<file path="config.mk">
export PLATFORM = sky130hd
export DESIGN_NAME = wb_arbiter
export DESIGN_NICKNAME = d
export VERILOG_FILES = /design/src/rtl/wb_arbiter.sv
export SDC_FILE = /design/constraint.sdc
export NUM_CORES = 1
export LEC_CHECK = 0
export CORE_AREA = 2 2 105 107
export CTS_CLUSTER_SIZE = 30
export DETAILED_ROUTE_END_ITERATION = 10
export DIE_AREA = 0 0 107 109
export GPL_ROUTABILITY_DRIVEN = 0
export GPL_TIMING_DRIVEN = 0
export HOLD_SLACK_MARGIN = 0.06
export PLACE_DENSITY = 0.71
export SLEW_MARGIN = 20
export SYNTH_ARGS = -nofsm -noshare
export SYNTH_HDL_FRONTEND = slang
export SYNTH_SLANG_ARGS = --single-unit
</file>
<file path="constraint.sdc">
create_clock -name wb_clk_i -period 3.96 [get_ports wb_clk_i]
set_input_delay 0.594 -clock wb_clk_i [delete_from_list [all_inputs] [get_ports wb_clk_i]]
set_output_delay 0.594 -clock wb_clk_i [all_outputs]
set_load 0.005 [all_outputs]
</file>
<file path="src/rtl/wb_arbiter.sv">
// wb_arbiter - two-master round-robin arbiter for a Wishbone B4 pipelined bus.
// Master m0 (SPI-controlled) and master m1 share one slave bus. The grant is taken
// one clock after cyc is seen in IDLE and is held until the owner drops cyc.
// Optional watchdog: define WB_ARBITER_TIMEOUT_EN to abort bus cycles that a
// slave never acknowledges (limit set by TIMEOUT, in clocks).
module wb_arbiter #(
  parameter int ADR_WIDTH = 16,
  parameter int DAT_WIDTH = 32,
  parameter int TIMEOUT   = 255
) (
  input  logic                   wb_clk_i,
  input  logic                   wb_rst_ni,
  // master 0
  input  logic                   m0_cyc_i,
  input  logic                   m0_stb_i,
  input  logic                   m0_we_i,
  input  logic [DAT_WIDTH/8-1:0] m0_sel_i,
  input  logic [ADR_WIDTH-1:0]   m0_adr_i,
  input  logic [DAT_WIDTH-1:0]   m0_dat_i,
  output logic [DAT_WIDTH-1:0]   m0_dat_o,
  output logic                   m0_stall_o,
  output logic                   m0_ack_o,
  // master 1
  input  logic                   m1_cyc_i,
  input  logic                   m1_stb_i,
  input  logic                   m1_we_i,
  input  logic [DAT_WIDTH/8-1:0] m1_sel_i,
  input  logic [ADR_WIDTH-1:0]   m1_adr_i,
  input  logic [DAT_WIDTH-1:0]   m1_dat_i,
  output logic [DAT_WIDTH-1:0]   m1_dat_o,
  output logic                   m1_stall_o,
  output logic                   m1_ack_o,
  // shared slave bus
  output logic                   s_cyc_o,
  output logic                   s_stb_o,
  output logic                   s_we_o,
  output logic [DAT_WIDTH/8-1:0] s_sel_o,
  output logic [ADR_WIDTH-1:0]   s_adr_o,
  output logic [DAT_WIDTH-1:0]   s_dat_o,
  input  logic [DAT_WIDTH-1:0]   s_dat_i,
  input  logic                   s_stall_i,
  input  logic                   s_ack_i
);

  localparam int SEL_WIDTH = DAT_WIDTH / 8;

  localparam logic [1:0] ST_IDLE = 2'd0;
  localparam logic [1:0] ST_GNT0 = 2'd1;
  localparam logic [1:0] ST_GNT1 = 2'd2;

  // Per-master views packed into arrays so both masters share one code path.
  logic [1:0]           w_m_cyc;
  logic [1:0]           w_m_stb;
  logic [1:0]           w_m_we;
  logic [1:0]           w_m_ack;
  logic [1:0]           w_m_stall;
  logic [SEL_WIDTH-1:0] w_m_sel  [2];
  logic [ADR_WIDTH-1:0] w_m_adr  [2];
  logic [DAT_WIDTH-1:0] w_m_wdat [2];
  logic [DAT_WIDTH-1:0] w_m_rdat [2];

  assign w_m_cyc     = {m1_cyc_i, m0_cyc_i};
  assign w_m_stb     = {m1_stb_i, m0_stb_i};
  assign w_m_we      = {m1_we_i, m0_we_i};
  assign w_m_sel[0]  = m0_sel_i;
  assign w_m_sel[1]  = m1_sel_i;
  assign w_m_adr[0]  = m0_adr_i;
  assign w_m_adr[1]  = m1_adr_i;
  assign w_m_wdat[0] = m0_dat_i;
  assign w_m_wdat[1] = m1_dat_i;

  // Arbitration state and round-robin pointer (index of the last master granted).
  logic [1:0] r_state;
  logic [1:0] w_state_next;
  logic       r_last_gnt;
  logic       w_last_gnt_next;
  logic       w_gnt_valid;
  logic       w_gnt_idx;

  assign w_gnt_valid = (r_state == ST_GNT0) || (r_state == ST_GNT1);
  assign w_gnt_idx   = (r_state == ST_GNT1);

  // Watchdog outputs: w_to_hit is the single abort cycle, w_force masks the
  // slave-side strobes from that cycle until the owner releases the bus.
  logic w_to_hit;
  logic w_force;

  // Next grant: ties go to the master that was not served last. The pointer is
  // moved on every grant so a lone requester does not win the following tie.
  always_comb begin
    w_state_next    = r_state;
    w_last_gnt_next = r_last_gnt;
    case (r_state)
      ST_IDLE: begin
        if (m0_cyc_i && m1_cyc_i) begin
          if (r_last_gnt) begin
            w_state_next    = ST_GNT0;
            w_last_gnt_next = 1'b0;
          end else begin
            w_state_next    = ST_GNT1;
            w_last_gnt_next = 1'b1;
          end
        end else if (m0_cyc_i) begin
          w_state_next    = ST_GNT0;
          w_last_gnt_next = 1'b0;
        end else if (m1_cyc_i) begin
          w_state_next    = ST_GNT1;
          w_last_gnt_next = 1'b1;
        end
      end
      ST_GNT0: begin
        if (!m0_cyc_i) w_state_next = ST_IDLE;
      end
      ST_GNT1: begin
        if (!m1_cyc_i) w_state_next = ST_IDLE;
      end
      default: w_state_next = ST_IDLE;
    endcase
  end

  // State register; reset leaves m0 as the winner of the first tie.
  always_ff @(posedge wb_clk_i or negedge wb_rst_ni) begin
    if (!wb_rst_ni) begin
      r_state    <= ST_IDLE;
      r_last_gnt <= 1'b1;
    end else begin
      r_state    <= w_state_next;
      r_last_gnt <= w_last_gnt_next;
    end
  end

`ifdef WB_ARBITER_TIMEOUT_EN
  localparam int CNT_WIDTH = $clog2(TIMEOUT + 1);

  logic [CNT_WIDTH-1:0] r_cnt;
  logic                 r_timed_out;
  logic                 w_cur_stb;

  assign w_cur_stb = w_m_stb[w_gnt_idx];
  assign w_to_hit  = w_gnt_valid && !r_timed_out && (r_cnt == CNT_WIDTH'(TIMEOUT));
  assign w_force   = w_to_hit || r_timed_out;

  // Idle-clock counter: any slave progress restarts it; once it fires, the
  // abort state is held until the owner drops cyc and the arbiter returns to IDLE.
  always_ff @(posedge wb_clk_i or negedge wb_rst_ni) begin
    if (!wb_rst_ni) begin
      r_cnt       <= '0;
      r_timed_out <= 1'b0;
    end else if (!w_gnt_valid) begin
      r_cnt       <= '0;
      r_timed_out <= 1'b0;
    end else if (r_timed_out) begin
      r_cnt       <= r_cnt;
    end else if (w_to_hit) begin
      r_timed_out <= 1'b1;
    end else if (s_ack_i || (w_cur_stb && !s_stall_i)) begin
      r_cnt       <= '0;
    end else begin
      r_cnt       <= r_cnt + CNT_WIDTH'(1);
    end
  end
`else
  // Without the watchdog a silent slave keeps the grant indefinitely.
  logic w_timeout_unused;

  assign w_timeout_unused = (TIMEOUT > 0);
  assign w_to_hit         = 1'b0;
  assign w_force          = 1'b0;
`endif

  // Slave-side mux: the owner's signals pass straight through, IDLE drives zeros.
  always_comb begin
    s_cyc_o = 1'b0;
    s_stb_o = 1'b0;
    s_we_o  = 1'b0;
    s_sel_o = '0;
    s_adr_o = '0;
    s_dat_o = '0;
    if (w_gnt_valid) begin
      s_cyc_o = w_m_cyc[w_gnt_idx] & ~w_force;
      s_stb_o = w_m_stb[w_gnt_idx] & ~w_force;
      s_we_o  = w_m_we[w_gnt_idx];
      s_sel_o = w_m_sel[w_gnt_idx];
      s_adr_o = w_m_adr[w_gnt_idx];
      s_dat_o = w_m_wdat[w_gnt_idx];
    end
  end

  // Master-side returns: the owner sees the slave's handshake, the waiting
  // master is stalled on its own strobe so its request stays pending.
  for (genvar gi = 0; gi < 2; gi++) begin : g_master
    logic w_owner;

    assign w_owner       = w_gnt_valid && (w_gnt_idx == 1'(gi));
    assign w_m_ack[gi]   = w_owner ? (w_to_hit | (s_ack_i & ~w_force)) : 1'b0;
    assign w_m_stall[gi] = w_owner ? (s_stall_i | w_force) : w_m_stb[gi];
    assign w_m_rdat[gi]  = (w_owner && w_to_hit) ? {DAT_WIDTH{1'b1}} : s_dat_i;
  end

  assign m0_ack_o   = w_m_ack[0];
  assign m1_ack_o   = w_m_ack[1];
  assign m0_stall_o = w_m_stall[0];
  assign m1_stall_o = w_m_stall[1];
  assign m0_dat_o   = w_m_rdat[0];
  assign m1_dat_o   = w_m_rdat[1];

endmodule

</file>
==> results summary <==
The number of endpoints failing setup at the final stage came out at 0. Counting stages on the worst path, the most repeated cell is sky130_fd_sc_hd__clkbuf_1. The net count of the finished layout is 603. The power density over cell area came out at 491 nW/um2. The detailed-placement wirelength estimate came out at 6600 um. In this run the critical register-to-register path is captured at r_state[1]$_DFFE_PN0P_. The post-route fraction of the period consumed by the critical path is 0.789. Traced cell by cell, the critical path runs through inv_1, ha_1, clkbuf_1, clkbuf_1, nor2b_1, clkdlybuf4s50_1.

The number of buffers added by the clock tree synthesis step is 3. At the pin with the least slew margin, the transition time is 0.537 ns. The global-route wire length before repair is 10500 um. The flow ran to the end, and the final reports show no timing, DRC or antenna violations. The maximum number of pins on one net before global-route repair came out at 11. The via count is 2246. The average detailed-routed wire length per instance came out at 12.6 um. The worst register-to-register path begins at r_state[1]$_DFFE_PN0P_. Across the run, the number of max-cap violations was 0. The effective utilization at floorplan came out at 0.161. Of the total synthesized cell area, the portion taken by XOR and XNOR cells is 0.

The area growth from synthesis to layout came out at 152%. Summed over all layers, the global routing overflow is 0. The number of buffers and inverters on the critical path is 4.

The tree is rooted in a sky130_fd_sc_hd__clkbuf_8. The via density per instance came out at 3.79. After synthesis, the largest family of logic cells by area is buffers and inverters. For this run, global-route usage on met1 was measured as 0.110. In the synthesized netlist, the number of instances is 212. The share of synthesized cell area in full adder, half adder and majority cells is 0.0294. The clock skew after layout came out at 0.000576 ns. The post-synthesis simple-gate area fraction came out at 0.225. On the final layout, the worst hold slack is 0.513 ns. The met2 usage in global routing is 0.231. The cell depth of the worst flop-to-flop path came out at 5.

The source-to-sink clock delay at the later pin of the worst-skew pair is 0.21 ns. The count of synthesis-stage warnings from yosys is 0. The flip-flop and latch count after synthesis came out at 3. The maximum operating frequency is 0.320 GHz. The total negative slack is 0 ns.

The deepest clock path buffer count came out at 2. The reg-to-reg setup timing slack came out at 2.47 ns. The layer with the highest usage is met2.

The kind of cell with the highest combined delay on the critical path is buffers and inverters. The detailed-route DRC error count came out at 0. After synthesis the cells add up to 1700 um2. In this run the mean area of a mapped cell was 8.04 um2.

TritonCTS built the clock tree. During I/O placement, the number of pins put on the boundary was 269. The number of violations reported at the end of detailed-routing iteration 0 came out at 36. The top cell type's share of synthesized area is 0.323. The count of different cell masters after synthesis is 18.

The pre-antenna-repair detailed-routing pass consisted of 4 iterations. The worst hold path depth came out at 2. The time the worst path needs with I/O delays and setup is 3.12 ns. For this run, the total global-route usage over all layers was measured as 0.112. The horizontal die dimension is 107 um.

In this run the static leakage power is 1.69 nW. The die covers 11700 um2. The compound-cell area share of the yosys netlist is 0.0257.

The post-cts gate resize count is 0. Setup repair after global routing left no endpoint under its margin. The die is 109 um tall. The largest total area in the synthesized netlist belongs to sky130_fd_sc_hd__mux2i_1. The number of buffer cells added on primary ports is 236.

Fill cells in the final layout number 1033. The launch point of the worst hold path is r_last_gnt$_DFFE_PN1P_. Prior to clock tree synthesis, the placed netlist has a worst setup slack of 0.928 ns. The clock input transition at the sequential cells of the worst setup and hold paths is 0.03 ns. The antenna diode instance count came out at 0.

The total number of H-tree levels is 1. The post-CTS repair timing setup buffer count is 0. The post-detailed-placement cell area came out at 4240 um2. The fraction of the yosys area taken by sequential cells came out at 0.0448. The clock sink total came out at 3. The met3 global-route usage came out at 0.0305.

For hold timing, the worst endpoint is r_last_gnt$_DFFE_PN1P_. STA classifies the critical path startpoint as a flip-flop. The synthesized netlist net count came out at 362.

The number of hold buffers added after cts is 0. The stage delay of the slowest cell on the critical path came out at 0.54 ns. The slowest stage of the critical path is the sky130_fd_sc_hd__clkdlybuf4s50_1 cell.

In this run the standard cell core region covers 10600 um2. The largest fanout on the critical path came out at 10. Once detail routing completed, the nets flagged for antenna violations numbered 0. The max-slew violation count is 0. Headroom to the max-slew limit came out at 0.642. STA classifies the critical path endpoint as an output pin. Wires add up to 7460 um. The maximum resistive drop on vdd is 0.210 mV. By startpoint and endpoint, the worst setup path is classified as reg2out. The mux cell area share after synthesis is 0.336. The number of global-route vias before repair came to 2266.

The number of endpoints with negative hold slack in the final report came out at 0. The tightest min-delay check is of the reg2reg type. The row count came out at 38. Sorting the synthesized cells by area gives the leading types as sky130_fd_sc_hd__mux2i_1 32%, sky130_fd_sc_hd__buf_4 29%, sky130_fd_sc_hd__nor2b_1 20%, sky130_fd_sc_hd__buf_6 3.3%, sky130_fd_sc_hd__dfrtp_1 2.9%. Once layout is done, the placed cells without fillers occupy 4290 um2.

The final worst setup slack is 0.837 ns. The initial antenna violation count is 0. Of the cells placed in the final design, the portion with a size suffix greater than 1 is 0.170. The arrival time at the worst endpoint is 2.53 ns. Data on the critical path is required at its endpoint by 3.37 ns.
-- flip-flops by register name (all words and copies together), names as in the netlist --
signal      cells
r_last_gnt      1
r_state         2
-- layout make-up --
cell class | count | area, um2 | share of cell area
sequential | 3 | 76.3 | 0.0178
inverter | 3 | 11.3 | 0.00263
timing repair buffer | 236 | 2360 | 0.551
clock buffer | 4 | 45.0 | 0.0105
tap | 140 | 175 | 0.0409
buffer | 76 | 567 | 0.132
multi-input combinational | 130 | 1050 | 0.245
-- worst max-delay path by stage --
stage | from | to | slack (ns) | cells after the start
2_1_floorplan | r_state[1]$_DFFE_PN0P_ | s_adr_o[0] | 2.09 | 5
6_report | r_state[1]$_DFFE_PN0P_ | s_sel_o[2] | 0.84 | 6
3_3_place_gp | r_state[1]$_DFFE_PN0P_ | s_sel_o[2] | 0.98 | 6
4_1_cts | r_state[1]$_DFFE_PN0P_ | s_sel_o[2] | 0.68 | 6
3_5_place_dp | r_state[1]$_DFFE_PN0P_ | s_sel_o[2] | 0.93 | 6
5_1_grt | r_state[1]$_DFFE_PN0P_ | s_sel_o[2] | 0.58 | 6
-- logic make-up after synthesis --
family / Yosys count
AOI/OAI and AO/OA: 6
adders and majority gates: 4
buffers and inverters: 79
DFF: 3
muxes: 57
and+or+nand+nor: 63
-- worst register-to-register path: stages, from the launching register on --
cell	delay [ns]
sky130_fd_sc_hd__dfrtp_1	0.40
sky130_fd_sc_hd__inv_1	0.08
sky130_fd_sc_hd__ha_1	0.20
sky130_fd_sc_hd__nor3b_1	0.14
sky130_fd_sc_hd__a221o_1	0.30
sky130_fd_sc_hd__a22o_1	0.25
-- routing by layer --
metal | routed length [um] | vias to the layer above
met5 | 0 | -
met4 | 31 | 0
met3 | 857 | 2
met2 | 4070 | 144
met1 | 2510 | 990
li1 | - | 1110
-- synth_stat cells (all sizes together) --
cell / number
buf: 70
mux2i: 55
nor2b: 55
clkbuf: 6
ha: 4
inv: 3
nand2: 3
o21ai: 3
a22o: 2
and2: 2
dfrtp: 2
mux2: 2
nor2: 2
a221o: 1
dfstp: 1
nor3b: 1
-- report_power, final --
| part | total, W | internal (W) | switching, W |
|---|---|---|---|
| Combinational | 0.00195 | 0.00124 | 0.000711 |
| Clock | 0.0000887 | 0.0000686 | 0.0000200 |
| Sequential | 0.0000680 | 0.0000504 | 0.0000175 |
| Total | 0.00210 | 0.00135 | 0.000748 |
-- through the flow --
stage                     total power (W)  cells   util
after floorplan                  0.000994    212      -
after global placement            0.00203    588  0.400
after detailed placement          0.00206    588  0.400
after CTS                         0.00216    592  0.404
after global routing              0.00228    592  0.404
final                             0.00210    592  0.404
-- placed cells by master (no fill, tap or decap), drive strengths merged --
cell type,count
a221o,1
a22o,2
and2,2
buf,70
clkbuf,10
clkdlybuf4s50,236
dfrtp,2
dfstp,1
ha,4
inv,3
mux2,2
mux2i,55
nand2,3
nor2,2
nor2b,55
nor3b,1
o21ai,3
Power figures use the tool's default switching activity.
